[src/rtl/read_chan_subo_param.sv]
// read_chan_subo_param: read-side subordinate of the tiny AXI bus.
// AR requests are queued in a small FIFO and offered to the memory side.
// Each line returned by the memory side is replayed as a BEATS-beat R burst.
// An outstanding-read counter throttles arready.
//
// Handshakes (AR, R, memory request): a transfer occurs on a rising clk edge
// where valid and ready are both high; a raised valid keeps itself and its
// payload stable until that transfer, and no ready here is derived
// combinationally from the partner's valid.
module read_chan_subo_param #(
    parameter int ID_W      = 4,
    parameter int ADDR_W    = 32,
    parameter int DATA_W    = 32,
    parameter int LINE_W    = 128,
    parameter int REQ_DEPTH = 4,
    parameter int MAX_OUTST = 4
) (
    input  logic                           clk,
    input  logic                           rst,
    input  logic                           arvalid,
    output logic                           arready,
    input  logic [ID_W-1:0]                arid,
    input  logic [ADDR_W-1:0]              araddr,
    output logic                           rvalid,
    input  logic                           rready,
    output logic [ID_W-1:0]                rid,
    output logic [DATA_W-1:0]              rdata,
    output logic                           rlast,
    output logic                           rreqc_s_valid,
    input  logic                           rreqc_s_ready,
    output logic [ID_W-1:0]                rreqc_s_id,
    output logic [ADDR_W-1:0]              rreqc_s_addr,
    input  logic                           rdata_s_valid,
    input  logic [ID_W-1:0]                rdata_s_id,
    input  logic [LINE_W-1:0]              rdata_s_data,
    output logic                           finish_rdata_s,
    output logic [$clog2(MAX_OUTST+1)-1:0] ostd_cnt
);

    localparam int BEATS  = LINE_W / DATA_W;
    localparam int BEAT_W = (BEATS > 1) ? $clog2(BEATS) : 1;
    localparam int CNT_W  = $clog2(MAX_OUTST + 1);
    localparam int AW     = $clog2(REQ_DEPTH);
    localparam int PTR_W  = AW + 1;
    localparam int ENT_W  = ID_W + ADDR_W;

    localparam logic [BEAT_W-1:0] LAST_BEAT = BEAT_W'(BEATS - 1);

    localparam logic [1:0] ST_IDLE = 2'd0;
    localparam logic [1:0] ST_SEND = 2'd1;
    localparam logic [1:0] ST_DONE = 2'd2;

    // ---------------- request FIFO ----------------
    logic [ENT_W-1:0] fifo_mem [REQ_DEPTH];
    logic [PTR_W-1:0] wr_ptr;
    logic [PTR_W-1:0] rd_ptr;
    logic             fifo_full;
    logic             fifo_empty;
    logic             push;
    logic             pop;

    assign fifo_empty = (wr_ptr == rd_ptr);
    assign fifo_full  = (wr_ptr[AW] != rd_ptr[AW]) &&
                        (wr_ptr[AW-1:0] == rd_ptr[AW-1:0]);

    // arready looks only at registered state, so it can never loop back
    // through a manager that gates arvalid on arready.
    assign arready = !fifo_full && (ostd_cnt < CNT_W'(MAX_OUTST));
    assign push    = arvalid && arready;

    assign rreqc_s_valid = !fifo_empty;
    assign {rreqc_s_id, rreqc_s_addr} = fifo_mem[rd_ptr[AW-1:0]];
    assign pop = rreqc_s_valid && rreqc_s_ready;

    // Entry storage: written on push, no reset needed (read only when valid).
    always_ff @(posedge clk) begin
        if (push) begin
            fifo_mem[wr_ptr[AW-1:0]] <= {arid, araddr};
        end
    end

    // Pointer update; the extra MSB distinguishes full from empty.
    always_ff @(posedge clk) begin
        if (rst) begin
            wr_ptr <= '0;
            rd_ptr <= '0;
        end else begin
            if (push) wr_ptr <= wr_ptr + PTR_W'(1);
            if (pop)  rd_ptr <= rd_ptr + PTR_W'(1);
        end
    end

    // ---------------- outstanding counter ----------------
    logic last_hs;
    assign last_hs = rvalid && rready && rlast;

    // Count reads accepted on AR but not yet closed by an rlast transfer.
    always_ff @(posedge clk) begin
        if (rst) begin
            ostd_cnt <= '0;
        end else begin
            case ({push, last_hs})
                2'b10:   ostd_cnt <= ostd_cnt + CNT_W'(1);
                2'b01:   ostd_cnt <= ostd_cnt - CNT_W'(1);
                default: ostd_cnt <= ostd_cnt;
            endcase
        end
    end

    // ---------------- R burst serializer ----------------
    logic [1:0]        state;
    logic [BEAT_W-1:0] beat;
    logic [LINE_W-1:0] line_q;
    logic [ID_W-1:0]   id_q;
    logic [LINE_W-1:0] line_shift;
    logic              beat_last;

    assign beat_last  = (beat == LAST_BEAT);
    assign line_shift = line_q >> (int'(beat) * DATA_W);

    // Outputs are forced to zero outside SEND so idle R lines stay quiet.
    assign rvalid         = (state == ST_SEND);
    assign rid            = rvalid ? id_q : '0;
    assign rdata          = rvalid ? line_shift[DATA_W-1:0] : '0;
    assign rlast          = rvalid && beat_last;
    assign finish_rdata_s = (state == ST_DONE);

    // Capture a line in IDLE, walk its beats lowest slice first, then signal DONE.
    always_ff @(posedge clk) begin
        if (rst) begin
            state  <= ST_IDLE;
            beat   <= '0;
            line_q <= '0;
            id_q   <= '0;
        end else begin
            case (state)
                ST_IDLE: begin
                    if (rdata_s_valid) begin
                        line_q <= rdata_s_data;
                        id_q   <= rdata_s_id;
                        beat   <= '0;
                        state  <= ST_SEND;
                    end
                end
                ST_SEND: begin
                    if (rready) begin
                        if (beat_last) state <= ST_DONE;
                        else           beat  <= beat + BEAT_W'(1);
                    end
                end
                ST_DONE: state <= ST_IDLE;
                default: state <= ST_IDLE;
            endcase
        end
    end

endmodule

[config.mk]
export PLATFORM = sky130hd
export DESIGN_NAME = read_chan_subo_param
export DESIGN_NICKNAME = d
export VERILOG_FILES = /design/src/rtl/read_chan_subo_param.sv
export SDC_FILE = /design/constraint.sdc
export NUM_CORES = 1
export LEC_CHECK = 0
export ABC_CLOCK_PERIOD_IN_PS = 8050
export BUFFER_PORTS_ARGS = -buffer_cell sky130_fd_sc_hd__buf_2
export CELL_PAD_IN_SITES_DETAIL_PLACEMENT = 1
export CELL_PAD_IN_SITES_GLOBAL_PLACEMENT = 2
export CORE_ASPECT_RATIO = 2
export CORE_MARGIN = 2
export CORE_UTILIZATION = 38
export DETAILED_ROUTE_END_ITERATION = 8
export GPL_ROUTABILITY_DRIVEN = 1
export PLACE_DENSITY = 0.81
export SETUP_SLACK_MARGIN = 0.5
export SLEW_MARGIN = 20
export SYNTH_ARGS = -nofsm -noshare
export SYNTH_HDL_FRONTEND = slang
export SYNTH_SLANG_ARGS = --single-unit
[constraint.sdc]
create_clock -name clk -period 8.05 [get_ports clk]
set_input_delay 0.805 -clock clk [delete_from_list [all_inputs] [get_ports clk]]
set_output_delay 0.805 -clock clk [all_outputs]
set_load 0.02 [all_outputs]
# Yosys cells after proc, flatten, opt, wreduce, memory -nomap -nowiden
# Memories as Yosys holds them, arrays and structs flattened. A register that Yosys moved wholly into a read port is not among the register bits.
# Index checks and enable logic that the tools add are counted.
[classes] add_sub_neg=5 n_shift=1 mux=15 order_cmp=1 reduce_logical=15 n_eq_ne=12
[op_table] op="right shift 128 x 7 -> 32 bit" n=1
[op_table] op="two-way mux 32 bit" n=1
[op_table] op="two-way mux 2 bit" n=8
[op_table] op="adder 3 x 1 -> 3 bit, second input constant" n=3
[op_table] op="one-hot mux 2 bit (2 select lines)" n=2
[op_table] op="logical AND 1 bit" n=7
[op_table] op="== test 2 bit, second input constant" n=3
[op_table] op="one-hot mux 3 bit (2 select lines)" n=1
[op_table] op="== test 2 x 1 -> 1 bit, second input constant" n=2
[op_table] op="two-way mux 4 bit" n=1
[op_table] op="inequality test 2 x 1 -> 1 bit, second input constant" n=2
[op_table] op="inequality test 2 bit, second input constant" n=2
[op_table] op="AND reduction 4 bit" n=1
[op_table] op="nonzero test 2 bit" n=2
[op_table] op="== test 3 bit" n=1
[op_table] op="< comparator 3 bit, second input constant" n=1
[op_table] op="AND reduction 3 bit" n=1
[op_table] op="subtractor 3 x 1 -> 3 bit, second input constant" n=1
[op_table] op="adder 2 x 1 -> 2 bit, second input constant" n=1
[op_table] op="== test 2 bit" n=1
[op_table] op="logical NOT 1 bit" n=2
[op_table] op="logical NOT 2 bit" n=1
[op_table] op="two-way mux 1 bit" n=2
[op_table] op="AND reduction 2 bit" n=1
[op_table] op="inequality test 1 bit" n=1
[word_totals] ram_bits=144 word_cells=57 register_bits=145 output_inout_bits=80 n_memories=1
[memory_table] name="fifo_mem" depth=4 width=36 read_ports=1 rd_ports_with_merged_regs=1 write_ports=1 line="54" rtl="logic [ENT_W-1:0] fifo_mem [REQ_DEPTH];"

# Logic depth before layout (Yosys ltp)
[depth] depth_word=7 mapped_depth=8 ltp_nobuf=8

# Least setup slack after synthesis
# Ideal clock, no wire load.
[synth_timing] kind="in2reg" start="input port arvalid" end="memory fifo_mem[3][0] (netlist name), enable pin" path_buffers=0 arrival_ns=2.443 stages=2 path_slack_ns=5.178 cell_sequence="nand3_1 -> nor2_1"
[synth_between] elab_chain_cells=3
[synth_lines] item="from (decl)" line="20" rtl="input logic arvalid,"
[synth_lines] item="logical AND 1 bit" line="69" rtl="assign push = arvalid && arready;"
[synth_lines] item="two-way mux 1 bit" line="77" rtl="if (push) begin"
[synth_lines] item="two-way mux 1 bit (not written as such)" line="78" rtl="fifo_mem[wr_ptr[AW-1:0]] <= {arid, araddr};"
[synth_lines] item="to (decl)" line="54"
# Every way passes these cells.

# Worst setup path in the final report
[layout_timing] start="register beat[0]" end="output port rdata[7]"
[layout_between] elab_chain_cells=2
[layout_lines] item="from (decl)" line="112" rtl="logic [BEAT_W-1:0] beat;"
[layout_lines] item="from (signal assigned)" line="148" rtl="else beat <= beat + BEAT_W'(1);"
[layout_lines] item="right shift 128 x 7 -> 32 bit" line="119" rtl="assign line_shift = line_q >> (int'(beat) * DATA_W);"
[layout_lines] item="two-way mux 32 bit" line="124" rtl="assign rdata = rvalid ? line_shift[DATA_W-1:0] : '0;"
[layout_lines] item="to (decl)" line="27" rtl="output logic [DATA_W-1:0] rdata,"
# Every way passes these cells.

==> results.sh <==
export IMPL_post_cts_buffers=0
export IMPL_nets=1338
export IMPL_min_to="line_q[111]"
export IMPL_crit_path_end_kind="primary output"
export IMPL_vias_per_cell=5.08
export IMPL_initial_core_util=0.385
export IMPL_rsz0062_at_grt="no"
export IMPL_relSlewSlack=0.298
export IMPL_mostFrequentLayoutCells="nand2_1, buf_2, edfxtp_1, dfxtp_1, a21oi_1"
export IMPL_p_sw_uw=915
export IMPL_reg2reg_from="beat[1]"
export IMPL_cts_resized=0
export IMPL_reg2reg_depth=9
export IMPL_cts_tree="done"
export IMPL_placementRows=90
export IMPL_cts_buffer_depth=3
export IMPL_drt_pass1_iterations=4
export IMPL_internal_power_mw=2.49
export IMPL_ys_flop_type="dfxtp_1"
export IMPL_grt_overflow=0
export IMPL_power_density_nw_per_um2=247
export IMPL_pre_cts_ws_ps=5120
export IMPL_fin_tns_setup_ps=0
export IMPL_syn_avg_cell_area_um2=12.4
export IMPL_drive_gt1_frac=0.321
export IMPL_routabilityCongestion=0.758
export IMPL_vias=7872
export IMPL_core_um2=30100
export IMPL_grt_pass1_wl_mm=46.2
export IMPL_comb_power_share=0.162
export IMPL_worst_pin_slew_ps=1050
export IMPL_synth_seq_area_share=0.627
export IMPL_drtAntennaViolNets=0
export IMPL_power_frac_seq=0.499
export IMPL_period_share=0.426
export IMPL_hp_class="flop to flop"
export IMPL_port_buffers=253
export IMPL_r2r_slack_ps=5470
export IMPL_crit_path_start_kind="flop"
export IMPL_synth_edf_count=144
export IMPL_io_pins=254
export IMPL_die_w_um=127
export IMPL_r2r_end="ostd_cnt[2]"
export IMPL_post_place_cells=1496
export IMPL_pwr_share_clk=0.339
export IMPL_grt_max_degree=98
export IMPL_holdPathStages=2
export IMPL_layoutNonFillerInstCount=1550
export IMPL_cp_data_required_time_ps=7240
export IMPL_fin_skew_ps=7.77
export IMPL_grt_total_usage=0.185
export IMPL_cts_buffers=26
export IMPL_clk_latency_ps=540
export IMPL_wire_per_inst_um=19.2
export IMPL_ys_ff_latch=291
export IMPL_synth_warnings=0
export IMPL_dp_final_hpwl_mm=20.0
export IMPL_grt_pass1_vias=8377
export IMPL_worstPathMaxFanout=20
export IMPL_layout_area_overhead_vs_synth_pct=19.2
export IMPL_drv_cap=0
export IMPL_clk_pin_slew_ps=70
export IMPL_fin_util=0.459
export IMPL_syn_inst=932
export IMPL_setup_viol=0
export IMPL_finalHoldViolations=0
export IMPL_antenna_found_initial=9
export IMPL_yosysUniqueCellTypes=35
export IMPL_cts_max_level=1
export IMPL_min_from="line_q[111]"
export IMPL_fmax_mhz=292
export IMPL_totalWireLength_mm=29.8
export IMPL_syn_cell_area_um2=11600
export IMPL_syn_nets=1114
export IMPL_cts_sinks=291
export IMPL_ctsHoldBuffers=0
export IMPL_drt_iter0_drc=376
export IMPL_root_buffer="clkbuf_16"
export IMPL_swShare=0.269
export IMPL_die_area_um2=32000
export IMPL_synthArstFlopShare=0
export IMPL_mostFrequentLayoutCell="nand2_1"
export IMPL_ir_drop_v=0.000183
export IMPL_worstPathArrival_ps=2620
export IMPL_cellLeakagePower_nw=5.22
export IMPL_path_class="flop to primary output"
export IMPL_slew_violations=0
export IMPL_outcome="complete, no violations"
export IMPL_drc=0
export IMPL_die_h_um=251
export IMPL_fin_ws_ps=4620
export IMPL_finalPower_mw=3.40
export IMPL_fin_crit_ps=3430
==> flip-flops by register name, indices dropped and copies added, names as in the netlist, named ones only <==
signal	count
beat	2
fifo_mem	144
id_q	4
line_q	128
ostd_cnt	3
rd_ptr	3
state	2
wr_ptr	3
==> logic make-up (layout without fill, tap and decap cells) <==
group | Yosys count | after routing | share of synthesized area
muxes | 73 | 73 | 0.137
DFF | 291 | 291 | 0.627
other | 0 | 6 | 0
and+or+nand+nor | 338 | 338 | 0.122
adders and majority gates | 8 | 8 | 0.00929
xor gates and xnor gates | 8 | 8 | 0.00734
buffers and inverters | 71 | 315 | 0.0347
AOI/OAI and AO/OA | 143 | 143 | 0.0626
==> power groups by stage <==
stage / Combinational [mW] / Sequential [mW] / Clock [mW]
final: 0.550 / 1.70 / 1.16
after global routing: 0.601 / 1.71 / 1.25
after CTS: 0.565 / 1.70 / 1.20
after detailed placement: 0.563 / 1.73 / 0
after global placement: 0.552 / 1.73 / 0
after floorplan: 0.401 / 1.71 / 0
==> per-layer routing <==
layer,part of all wire,global-route usage,vias up
li1,-,-,3730
met1,0.36,0.196,3871
met2,0.55,0.354,204
met3,0.058,0.0406,57
met4,0.026,0.0619,10
met5,0.0020,0,-
==> cell usage after synthesis, types with 3 or more instances <==
library cell | n | share of area
xnor2_1 | 3 | 0.0023
dfxtp_1 | 147 | 0.25
clkbuf_1 | 28 | 0.0091
a21oi_1 | 136 | 0.059
buf_4 | 10 | 0.0065
o21ai_0 | 3 | 0.0013
ha_1 | 7 | 0.0076
inv_1 | 5 | 0.0016
buf_1 | 3 | 0.00097
edfxtp_1 | 144 | 0.37
mux2i_1 | 4 | 0.0035
nor2_1 | 14 | 0.0045
nand2_1 | 270 | 0.087
xor2_1 | 3 | 0.0023
and2_1 | 40 | 0.022
mux4_2 | 68 | 0.13
buf_6 | 9 | 0.0087
buf_2 | 14 | 0.0060
or3_1 | 3 | 0.0016
==> critical path, cell delays in order, from the launching register on <==
cell	delay, ps
dfxtp_2	700
buf_4	460
mux4_2	590
and2_1	180
buf_2	150
==> per-stage QoR <==
step	hold WS, ps	instance area [um2]
after global placement	438	13000
after floorplan	432	11600
after CTS	453	13800
final	453	13800
after global routing	468	13800
after detailed placement	447	13000
==> cell type report <==
type | instances | area, um2
Antenna cell | 6 | 15.0
Clock buffer | 30 | 687
Clock inverter | 18 | 86.3
Fill cell | 3246 | 16300
Inverter | 5 | 18.8
Multi-Input combinational cell | 570 | 3930
Sequential cell | 291 | 7270
Tap cell | 368 | 460
Timing Repair Buffer | 262 | 1340
==> how the worst max path moves through the flow <==
stage	cells past startpoint	endpoint	start
floorplan	2	fifo_mem[3][0]	arvalid
global placement	4	rdata[7]	beat[0]
detailed placement	4	rdata[7]	beat[0]
CTS	4	rdata[7]	beat[0]
global route	4	rdata[7]	beat[0]
finish	4	rdata[7]	beat[0]
Note: power is estimated with default switching activity, not from simulation.
